[src/rtl/kbd_ps2_buffer_if.sv]
// Memory-mapped keyboard window between the manager (master) and the PS/2 byte buffer (slave).
// The buffer does not apply backpressure: software polls kbd_buflen and reads kbd_char combinationally.
interface kbd_ps2_buffer_if;
   logic [7:0] kbd_en;
   logic [7:0] kbd_ra;
   logic [7:0] kbd_buflen;
   logic [7:0] kbd_char;

   modport master (
      output kbd_en,
      output kbd_ra,
      input  kbd_buflen,
      input  kbd_char
   );

   modport slave (
      input  kbd_en,
      input  kbd_ra,
      output kbd_buflen,
      output kbd_char
   );
endinterface

[src/rtl/kbd_ps2_buffer.sv]
// PS/2 set-2 receiver feeding a linear make-code buffer; a byte lands SYNC_STAGES+2 clocks after its stop-bit edge.
// There is no backpressure: bytes arriving while the buffer is full or capture is disabled are dropped.
module kbd_ps2_buffer #(
   parameter int DEPTH       = 240,
   parameter int TIMEOUT     = 50000,
   parameter int SYNC_STAGES = 2
) (
   input  logic             clk,
   input  logic             rst_n,
   input  logic             ps2_clk,
   input  logic             ps2_data,
   kbd_ps2_buffer_if.slave  kbd,
   output logic             frame_err
);
   localparam int             AW        = (DEPTH > 1) ? $clog2(DEPTH) : 1;
   localparam int             TW        = $clog2(TIMEOUT + 1);
   localparam logic [7:0]     DEPTH_B   = 8'(DEPTH);
   localparam logic [TW-1:0]  TIMEOUT_C = TW'(TIMEOUT);

   typedef enum logic [1:0] {IDLE, DATA, PARITY, STOP} rx_state_t;

   logic [SYNC_STAGES-1:0] clk_sync;
   logic [SYNC_STAGES-1:0] dat_sync;
   logic                   clk_prev;
   logic                   clk_s;
   logic                   dat_s;
   logic                   fall;
   logic [TW-1:0]          idle_cnt;
   logic                   timeout_hit;

   rx_state_t              state, state_nxt;
   logic [2:0]             bit_cnt, cnt_nxt;
   logic [7:0]             shreg, shreg_nxt;
   logic                   par_bit, par_nxt;
   logic                   err_set;
   logic                   stb_set;
   logic                   byte_stb;

   logic                   brk;
   logic                   ext;
   logic                   en1_prev;
   logic                   clr;
   logic                   is_prefix;
   logic                   store;
   logic [7:0]             buflen;
   logic [7:0]             mem [DEPTH];
   logic                   unused_bits;

   assign clk_s       = clk_sync[SYNC_STAGES-1];
   assign dat_s       = dat_sync[SYNC_STAGES-1];
   assign fall        = clk_prev & ~clk_s;
   assign timeout_hit = (state != IDLE) && (idle_cnt == TIMEOUT_C);

   // Synchronisers idle high so a reset release never looks like a clock edge.
   always_ff @(posedge clk or negedge rst_n) begin
      if (!rst_n) begin
         clk_sync <= '1;
         dat_sync <= '1;
         clk_prev <= 1'b1;
         idle_cnt <= '0;
      end else begin
         clk_sync <= SYNC_STAGES'({clk_sync, ps2_clk});
         dat_sync <= SYNC_STAGES'({dat_sync, ps2_data});
         clk_prev <= clk_s;
         if (fall)
            idle_cnt <= '0;
         else if (idle_cnt != TIMEOUT_C)
            idle_cnt <= idle_cnt + 1'b1;
      end
   end

   always_ff @(posedge clk or negedge rst_n) begin
      if (!rst_n) begin
         state     <= IDLE;
         bit_cnt   <= '0;
         shreg     <= '0;
         par_bit   <= 1'b0;
         byte_stb  <= 1'b0;
         frame_err <= 1'b0;
      end else begin
         state     <= state_nxt;
         bit_cnt   <= cnt_nxt;
         shreg     <= shreg_nxt;
         par_bit   <= par_nxt;
         byte_stb  <= stb_set;
         frame_err <= err_set;
      end
   end

   // Timeout takes priority over a coincident edge so a stalled frame is always abandoned.
   always_comb begin
      state_nxt = state;
      cnt_nxt   = bit_cnt;
      shreg_nxt = shreg;
      par_nxt   = par_bit;
      err_set   = 1'b0;
      stb_set   = 1'b0;
      if (timeout_hit) begin
         state_nxt = IDLE;
         err_set   = 1'b1;
      end else if (fall) begin
         case (state)
            IDLE: begin
               if (!dat_s) begin
                  state_nxt = DATA;
                  cnt_nxt   = 3'd0;
               end else begin
                  err_set = 1'b1;
               end
            end
            DATA: begin
               shreg_nxt = {dat_s, shreg[7:1]};
               cnt_nxt   = bit_cnt + 3'd1;
               if (bit_cnt == 3'd7)
                  state_nxt = PARITY;
            end
            PARITY: begin
               par_nxt   = dat_s;
               state_nxt = STOP;
            end
            STOP: begin
               state_nxt = IDLE;
               if (dat_s && ((^shreg) ^ par_bit))
                  stb_set = 1'b1;
               else
                  err_set = 1'b1;
            end
            default: state_nxt = IDLE;
         endcase
      end
   end

   // shreg is untouched until the next frame's first data bit, so it still holds the byte during byte_stb.
   assign is_prefix = (shreg == 8'hE0) || (shreg == 8'hF0);
   assign clr       = kbd.kbd_en[1] & ~en1_prev;
   assign store     = byte_stb && !is_prefix && !brk && kbd.kbd_en[0]
                      && (buflen < DEPTH_B) && !clr;

   always_ff @(posedge clk or negedge rst_n) begin
      if (!rst_n) begin
         brk      <= 1'b0;
         ext      <= 1'b0;
         en1_prev <= 1'b0;
         buflen   <= '0;
      end else begin
         en1_prev <= kbd.kbd_en[1];
         if (byte_stb) begin
            if (shreg == 8'hE0) begin
               ext <= 1'b1;
            end else if (shreg == 8'hF0) begin
               brk <= 1'b1;
            end else begin
               brk <= 1'b0;
               ext <= 1'b0;
            end
         end
         if (clr)
            buflen <= '0;
         else if (store)
            buflen <= buflen + 8'd1;
      end
   end

   always_ff @(posedge clk) begin
      if (store)
         mem[buflen[AW-1:0]] <= shreg;
   end

   assign kbd.kbd_buflen = buflen;
   assign kbd.kbd_char   = (kbd.kbd_ra < buflen) ? mem[kbd.kbd_ra[AW-1:0]] : 8'h00;

   // The extend flag only tracks prefix state; released keys are discarded via brk alone.
   assign unused_bits = ^{kbd.kbd_en[7:2], ext};
endmodule

[src/flat_wrapper.sv]
// flat-port wrapper written by rule: the top's interface ports become plain ports
module kbd_ps2_buffer_flat 
#(
   parameter int DEPTH       = 240,
   parameter int TIMEOUT     = 50000,
   parameter int SYNC_STAGES = 2
)
  (clk, rst_n, ps2_clk, ps2_data, frame_err, kbd_kbd_en, kbd_kbd_ra, kbd_kbd_buflen, kbd_kbd_char);
  kbd_ps2_buffer_if kbd_i ();
  input  logic clk;
  input  logic rst_n;
  input  logic ps2_clk;
  input  logic ps2_data;
  output logic frame_err;
  input wire logic [$bits(kbd_i.kbd_en)-1:0] kbd_kbd_en;
  input wire logic [$bits(kbd_i.kbd_ra)-1:0] kbd_kbd_ra;
  output wire logic [$bits(kbd_i.kbd_buflen)-1:0] kbd_kbd_buflen;
  output wire logic [$bits(kbd_i.kbd_char)-1:0] kbd_kbd_char;
  assign kbd_i.kbd_en = kbd_kbd_en;
  assign kbd_i.kbd_ra = kbd_kbd_ra;
  assign kbd_kbd_buflen = kbd_i.kbd_buflen;
  assign kbd_kbd_char = kbd_i.kbd_char;
  kbd_ps2_buffer #(.DEPTH(DEPTH), .TIMEOUT(TIMEOUT), .SYNC_STAGES(SYNC_STAGES)) u_core (.clk(clk), .rst_n(rst_n), .ps2_clk(ps2_clk), .ps2_data(ps2_data), .kbd(kbd_i), .frame_err(frame_err));
endmodule
[config.mk]
export PLATFORM = sky130hd
export DESIGN_NAME = kbd_ps2_buffer_flat
export DESIGN_NICKNAME = d
export VERILOG_FILES = /design/src/rtl/kbd_ps2_buffer_if.sv /design/src/rtl/kbd_ps2_buffer.sv /design/src/flat_wrapper.sv
export SDC_FILE = /design/constraint.sdc
export NUM_CORES = 2
export LEC_CHECK = 0
export CAP_MARGIN = 20
export CORE_ASPECT_RATIO = 0.75
export CORE_UTILIZATION = 46
export CTS_BUF_LIST = sky130_fd_sc_hd__clkbuf_2 sky130_fd_sc_hd__clkbuf_4 sky130_fd_sc_hd__clkbuf_8
export CTS_CLUSTER_DIAMETER = 60
export DETAILED_ROUTE_END_ITERATION = 16
export GPL_TIMING_DRIVEN = 1
export HOLD_SLACK_MARGIN = 0.05
export PLACE_DENSITY = 0.58
export SYNTH_ARGS = -nofsm -noshare
export SYNTH_HDL_FRONTEND = slang
export SYNTH_SLANG_ARGS = --single-unit
[constraint.sdc]
create_clock -name clk -period 7.7 [get_ports clk]
set_clock_uncertainty 0.2 [all_clocks]
set_input_delay 1.155 -clock clk [delete_from_list [all_inputs] [get_ports clk]]
set_output_delay 1.155 -clock clk [all_outputs]
set_load 0.01 [all_outputs]
**After elaboration in Yosys (flattened, before gate mapping)**

Memories as Yosys holds them, arrays and structs flattened.
Cells that the tools add are included.

- Magnitude comparators: 2
- Bitwise operators: 7
- Multiplexer cells: 24
- Equality and inequality tests: 11
- Add/sub/neg operators: 3
- Reductions and logical operators: 23

Operators by type and width:

| kind | number |
|---|---|
| $mux W16 | 2 |
| $mux W8 | 3 |
| $add A16 B1 Y16 const B | 1 |
| $eq A16 B16 Y1 const B | 1 |
| $eq A8 B8 Y1 const B | 2 |
| $ne A16 B16 Y1 const B | 1 |
| $mux W1 | 11 |
| $reduce_bool A2 Y1 | 5 |
| $reduce_and A3 Y1 | 3 |
| $add A8 B1 Y8 const B | 1 |
| $lt A8 B8 Y1 | 1 |
| $lt A8 B8 Y1 const B | 1 |
| $mux W2 | 4 |
| $pmux W2 S4 | 1 |
| $reduce_xor A8 Y1 | 1 |
| $logic_and A1 B1 Y1 | 7 |
| $pmux W3 S2 | 1 |
| $eq A2 B2 Y1 const B | 2 |
| $not A1 Y1 | 4 |
| $reduce_and A4 Y1 | 1 |
| $add A3 B1 Y3 const B | 1 |
| $eq A3 B3 Y1 const B | 1 |
| $logic_not A1 Y1 | 3 |
| $mux W3 | 1 |
| other kinds (10) | 11 |

- Word-level logic and storage cells: 84
- Register bits after elaboration: 47
- Memories kept: 1
- Memory bits (writable): 1920
- Bits of input ports: 20

Memory list:

| memory | words | bits a word | rd ports | clocked after memory_dff | write ports | line | source |
|---|---|---|---|---|---|---|---|
| u_core.mem | 240 | 8 | 1 | 0 | 1 | kbd_ps2_buffer.sv:46 | `logic [7:0] mem [DEPTH];` |

**Logic depth before layout (Yosys ltp)**

- Depth in word-level cells: 10
- Depth in mapped cells: 13

**Worst setup path before layout**

Ideal clock, no wire load.

- Path kind: register to register
- Start point: register u_core.shreg[4]
- End point: memory u_core.mem[208][0] (enable)
- Library setup time: 370 ps
- Buffers on the path: 2
- Slack: 1760 ps
- Stages on the path, launching flop included: 10
- Data arrival time: 5370 ps
- Path through: dfrtp_1 inv_1 ha_1 nor2_1 o221ai_1 clkbuf_1 nor4_1 nand3_1 clkbuf_1 nor2_1

- Cells in the longest elaborated chain, start to end: 10
- Elaborated cells on any way between the ends: 11

RTL lines:

| what | line | source |
|---|---|---|
| start, declared | kbd_ps2_buffer.sv:33 | `logic [7:0] shreg, shreg_nxt;` |
| start signal, assigned | kbd_ps2_buffer.sv:83 | `shreg <= shreg_nxt;` |
| $eq A8 B8 Y1 | kbd_ps2_buffer.sv:134 | `assign is_prefix = (shreg == 8'hE0) \|\| (shreg == 8'hF0);` |
| $logic_or A1 B1 Y1 * | kbd_ps2_buffer.sv:134 |  |
| $logic_not A1 Y1 * | kbd_ps2_buffer.sv:136 | `assign store = byte_stb && !is_prefix && !brk && kbd.kbd_en[0]` |
| $logic_and A1 B1 Y1 * (3 in series) | kbd_ps2_buffer.sv:136 |  |
| $logic_and A1 B1 Y1 * (2 in series) | kbd_ps2_buffer.sv:137 | `&& (buflen < DEPTH_B) && !clr;` |
| $mux W1 * | kbd_ps2_buffer.sv:165 | `if (store)` |
| $mux W1 (implied by the code) * | kbd_ps2_buffer.sv:166 | `mem[buflen[AW-1:0]] <= shreg;` |
| end, declared | kbd_ps2_buffer.sv:46 |  |

Mark *: on every way between the ends. The rest lies on a longest branch, timed or not.

**Final worst setup path**

- Start point: input port kbd_kbd_ra[0]
- End point: output port kbd_kbd_char[6]

- Cells in the longest elaborated chain, start to end: 2
- Elaborated cells on any way between the ends: 3

RTL lines:

| what | line | source |
|---|---|---|
| start, declared | flat_wrapper.sv:16 | `input wire logic [$bits(kbd_i.kbd_ra)-1:0] kbd_kbd_ra;` |
| $mem_v2 Z240 W8 / $lt A8 B8 Y1 (equally long branches) | n/a |  |
| $mux W8 * | kbd_ps2_buffer.sv:170 | `assign kbd.kbd_char = (kbd.kbd_ra < buflen) ? mem[kbd.kbd_ra[AW-1:0]] : 8'h00;` |
| end, declared | flat_wrapper.sv:18 | `output wire logic [$bits(kbd_i.kbd_char)-1:0] kbd_kbd_char;` |

Marks and branches as above.

==> impl_metrics.tcl <==
set metrics [dict create \
    status "finished, final reports clean" \
    grt_max_degree 93 \
    first_global_vias 38940 \
    worstPathRequired_ps 6340 \
    fin_ws_ps 1150 \
    tightest_slew_ps 1270 \
    synth.top_cell.area_share_pct 75.0 \
    critPathArrivalTime_ps 5200 \
    viasPerCell 6.17 \
    maxSlewViolCount 0 \
    period_share_pct 85.1 \
    critPathMaxFanout 33 \
    clock_latency_ps 1020 \
    cts_hold_buf 1 \
    syn_avg_cell_area_um2 20.9 \
    clock_path_buffers 4 \
    yosysWarnings 0 \
    hpwlAfterDp_um 132000 \
    syn_nets 3733 \
    overflow 0 \
    met3_usage_pct 6.14 \
    met1_usage_pct 38.9 \
    dr.first_iter.drc_count 4739 \
    final_layout_size_suffix_gt1_share_pct 26.5 \
    ff_latch_area_um2 58900 \
    cts-htree-levels 5 \
    die_x_um 474 \
    fp.dieH_um 356 \
    clkTransAtPathRegs_ps 50 \
    cp-end-kind "output port" \
    coreArea_um2 165000 \
    grt_usage_pct 25.3 \
    rows 129 \
    drv_cap 0 \
    routed-via-count 39462 \
    grt_pass1_wl_um 299000 \
    cts_tree "built" \
    root_buffer "clkbuf_8" \
    worst-setup-path-type "primary input to output port" \
    synth_area_um2 76900 \
    setup_viol 0 \
    power_density_nw_per_um2 280 \
    dieArea_um2 169000 \
    whs_path_depth 0 \
    fmax_mhz 153 \
    hold_class "register to register" \
    grt-busiest-layer "met1" \
    cts_setup_buffers 0 \
    cts_resized 0 \
    critPathLaunchType "primary input" \
    start_util_pct 46.5 \
    io-pin-count 37 \
    fill_cells 13050 \
    finalHoldViolations 0 \
    synth_flop_cell "edfxtp_1" \
    grt_setup_unrepaired "false" \
    place.gp.congestion 0.854 \
    synthArstFlopShare_pct 2.39 \
    yosysTopAreaCell "edfxtp_1" \
    setup_tns_ps 0 \
    peakVddDrop_mv 0.205 \
    port_buffers 30 \
    max_slew_margin_pct 15.2 \
    numClockSinks 1967 \
    numCtsBuffers 313 \
    synth_cells 3688 \
    synth_seq_cells 1967 \
    total_leakage_power_nw 27.2 \
    synth-edff-count 1920 \
    use_met2_pct 36.1 \
    pre_cts_ws_ps 1220 \
    min_period_ps 6550 \
    ys_seq_area_share_pct 76.5 \
    ys_types 62 \
    wire_per_inst_um 33.1 \
    nNetsFinal 4002 \
    ant_nets 0 \
    multi_input_area_um2 16800 \
    antenna_found_initial 6 \
    synth_area_leaders "edfxtp_1 (75%), mux4_2 (14%), nor2_1 (1.5%)" \
    r2r_slack_ps 2930 \
    r2r_cells 8 \
    drt-total-wl_um 212000 \
    drt_first_pass_iters 5 \
    drc 0 \
    synthToLayoutAreaGrowth_pct 11.5 \
]
per-stage QoR:
stage | utilization (%) | std cells | area, um^2 | hold slack [ps] | total power [W]
after floorplan | - | 3688 | 76900 | 145 | 0.0148
after global placement | 48.4 | 5867 | 80000 | 146 | 0.0158
after detailed placement | 48.4 | 5868 | 80100 | 148 | 0.0158
after CTS | 51.8 | 6395 | 85700 | 158 | 0.0241
after global routing | 51.8 | 6396 | 85700 | 165 | 0.0247
final | 51.8 | 6396 | 85700 | 157 | 0.0240
synth_stat cells (all sizes together) (6+ instances only):
library cell,instances
clkbuf,75
a31oi,13
xor2,6
a22oi,64
nand2b,11
nand2,126
mux2i,57
nand3,39
a211oi,11
mux4,485
nor4,14
a21oi,56
or3,8
a311oi,6
inv,28
o21ai,35
o22ai,37
xnor2,14
nand4,8
buf,134
nor3,23
edfxtp,1920
ha,25
a2111oi,10
a221oi,24
a22o,13
nor2b,21
nor2,307
dfrtp,42
mux2,9
o211ai,8
and3,10
path summary, 6_finish.rpt:
| path | end | from |
|---|---|---|
| max | kbd_kbd_char[6] | kbd_kbd_ra[0] |
| min | u_core.dat_sync[1] | u_core.dat_sync[0] |
| max reg2reg | u_core.mem[183][1] | u_core.shreg[1] |
| min reg2reg | u_core.dat_sync[1] | u_core.dat_sync[0] |
| max in group asynchronous | u_core.shreg[3] | rst_n |
| min in group asynchronous | u_core.idle_cnt[12] | rst_n |
worst max-delay path: stages:
cell	delay, ps
buf_8	410
buf_4	540
mux4_2	310
mux2i_1	130
and3_1	260
nor4_1	530
nand4_1	470
o311ai_1	360
o21a_1	340
clkdlybuf4s50_1	580
kinds of logic (layout without fill, tap and decap cells):
family	Yosys count	count (layout)	synth area share, %
mux	551	551	15.1
compound gates	304	304	2.74
simple gates	584	584	3.26
flops	1967	1967	76.5
fa+ha+maj	25	25	0.407
buf+inv	237	717	1.76
other cells	0	1	0
xor+xnor	20	20	0.228
area by class of cell:
| type | count | share of cell area (%) |
|---|---|---|
| flip-flops and latches | 1967 | 68.7 |
| inverters | 28 | 0.123 |
| repair buffers | 163 | 1.79 |
| clock buffers | 416 | 5.96 |
| well taps | 2227 | 3.25 |
| diodes | 1 | 0.00292 |
| multi-input cells | 1484 | 19.6 |
| clock inverters | 110 | 0.623 |
where the power goes:
part / internal, W / leakage (nW) / switching [W]
Clock: 0.00438 / 2.97 / 0.00400
Combinational: 0.000499 / 5.83 / 0.00180
Sequential: 0.0130 / 18.4 / 0.000290
Total: 0.0179 / 27.2 / 0.00608
layer usage:
layer,vias to the layer above,wire length (um)
met5,-,27
met4,4,4800
met3,322,19900
met2,1993,93200
met1,21277,94000
li1,15866,-
cell usage in the layout (no fill, tap or decap), types with 9 or more instances in the layout:
cell type        count
edfxtp_1          1920
mux4_2             480
clkbuf_8           317
nor2_1             305
nand2_1            126
buf_4              115
clkbuf_4            99
clkinv_1            86
a22oi_1             64
mux2i_1             57
a21oi_1             56
nand3_1             38
o22ai_1             37
o21ai_0             35
dfrtp_1             34
inv_1               26
ha_1                25
a221oi_1            24
nor3_1              22
clkdlybuf4s50_1     22
buf_12              18
nor2b_1             17
clkinv_2            16
xnor2_1             14
a31oi_1             13
a22o_1              13
nor4_1              12
a211oi_1            11
nand2b_1            11
and3_1              10
a2111oi_0            9
mux2_2               9
flip-flops by register name (all words and copies together), names as in the netlist, 2 cells and up:
register,cells
u_core.state,2
u_core.clk_sync,2
u_core.kbd.kbd_buflen,8
u_core.bit_cnt,3
u_core.dat_sync,2
u_core.idle_cnt,16
u_core.shreg,8
u_core.mem,1920
No activity file was read; power rests on OpenSTA's default activity.
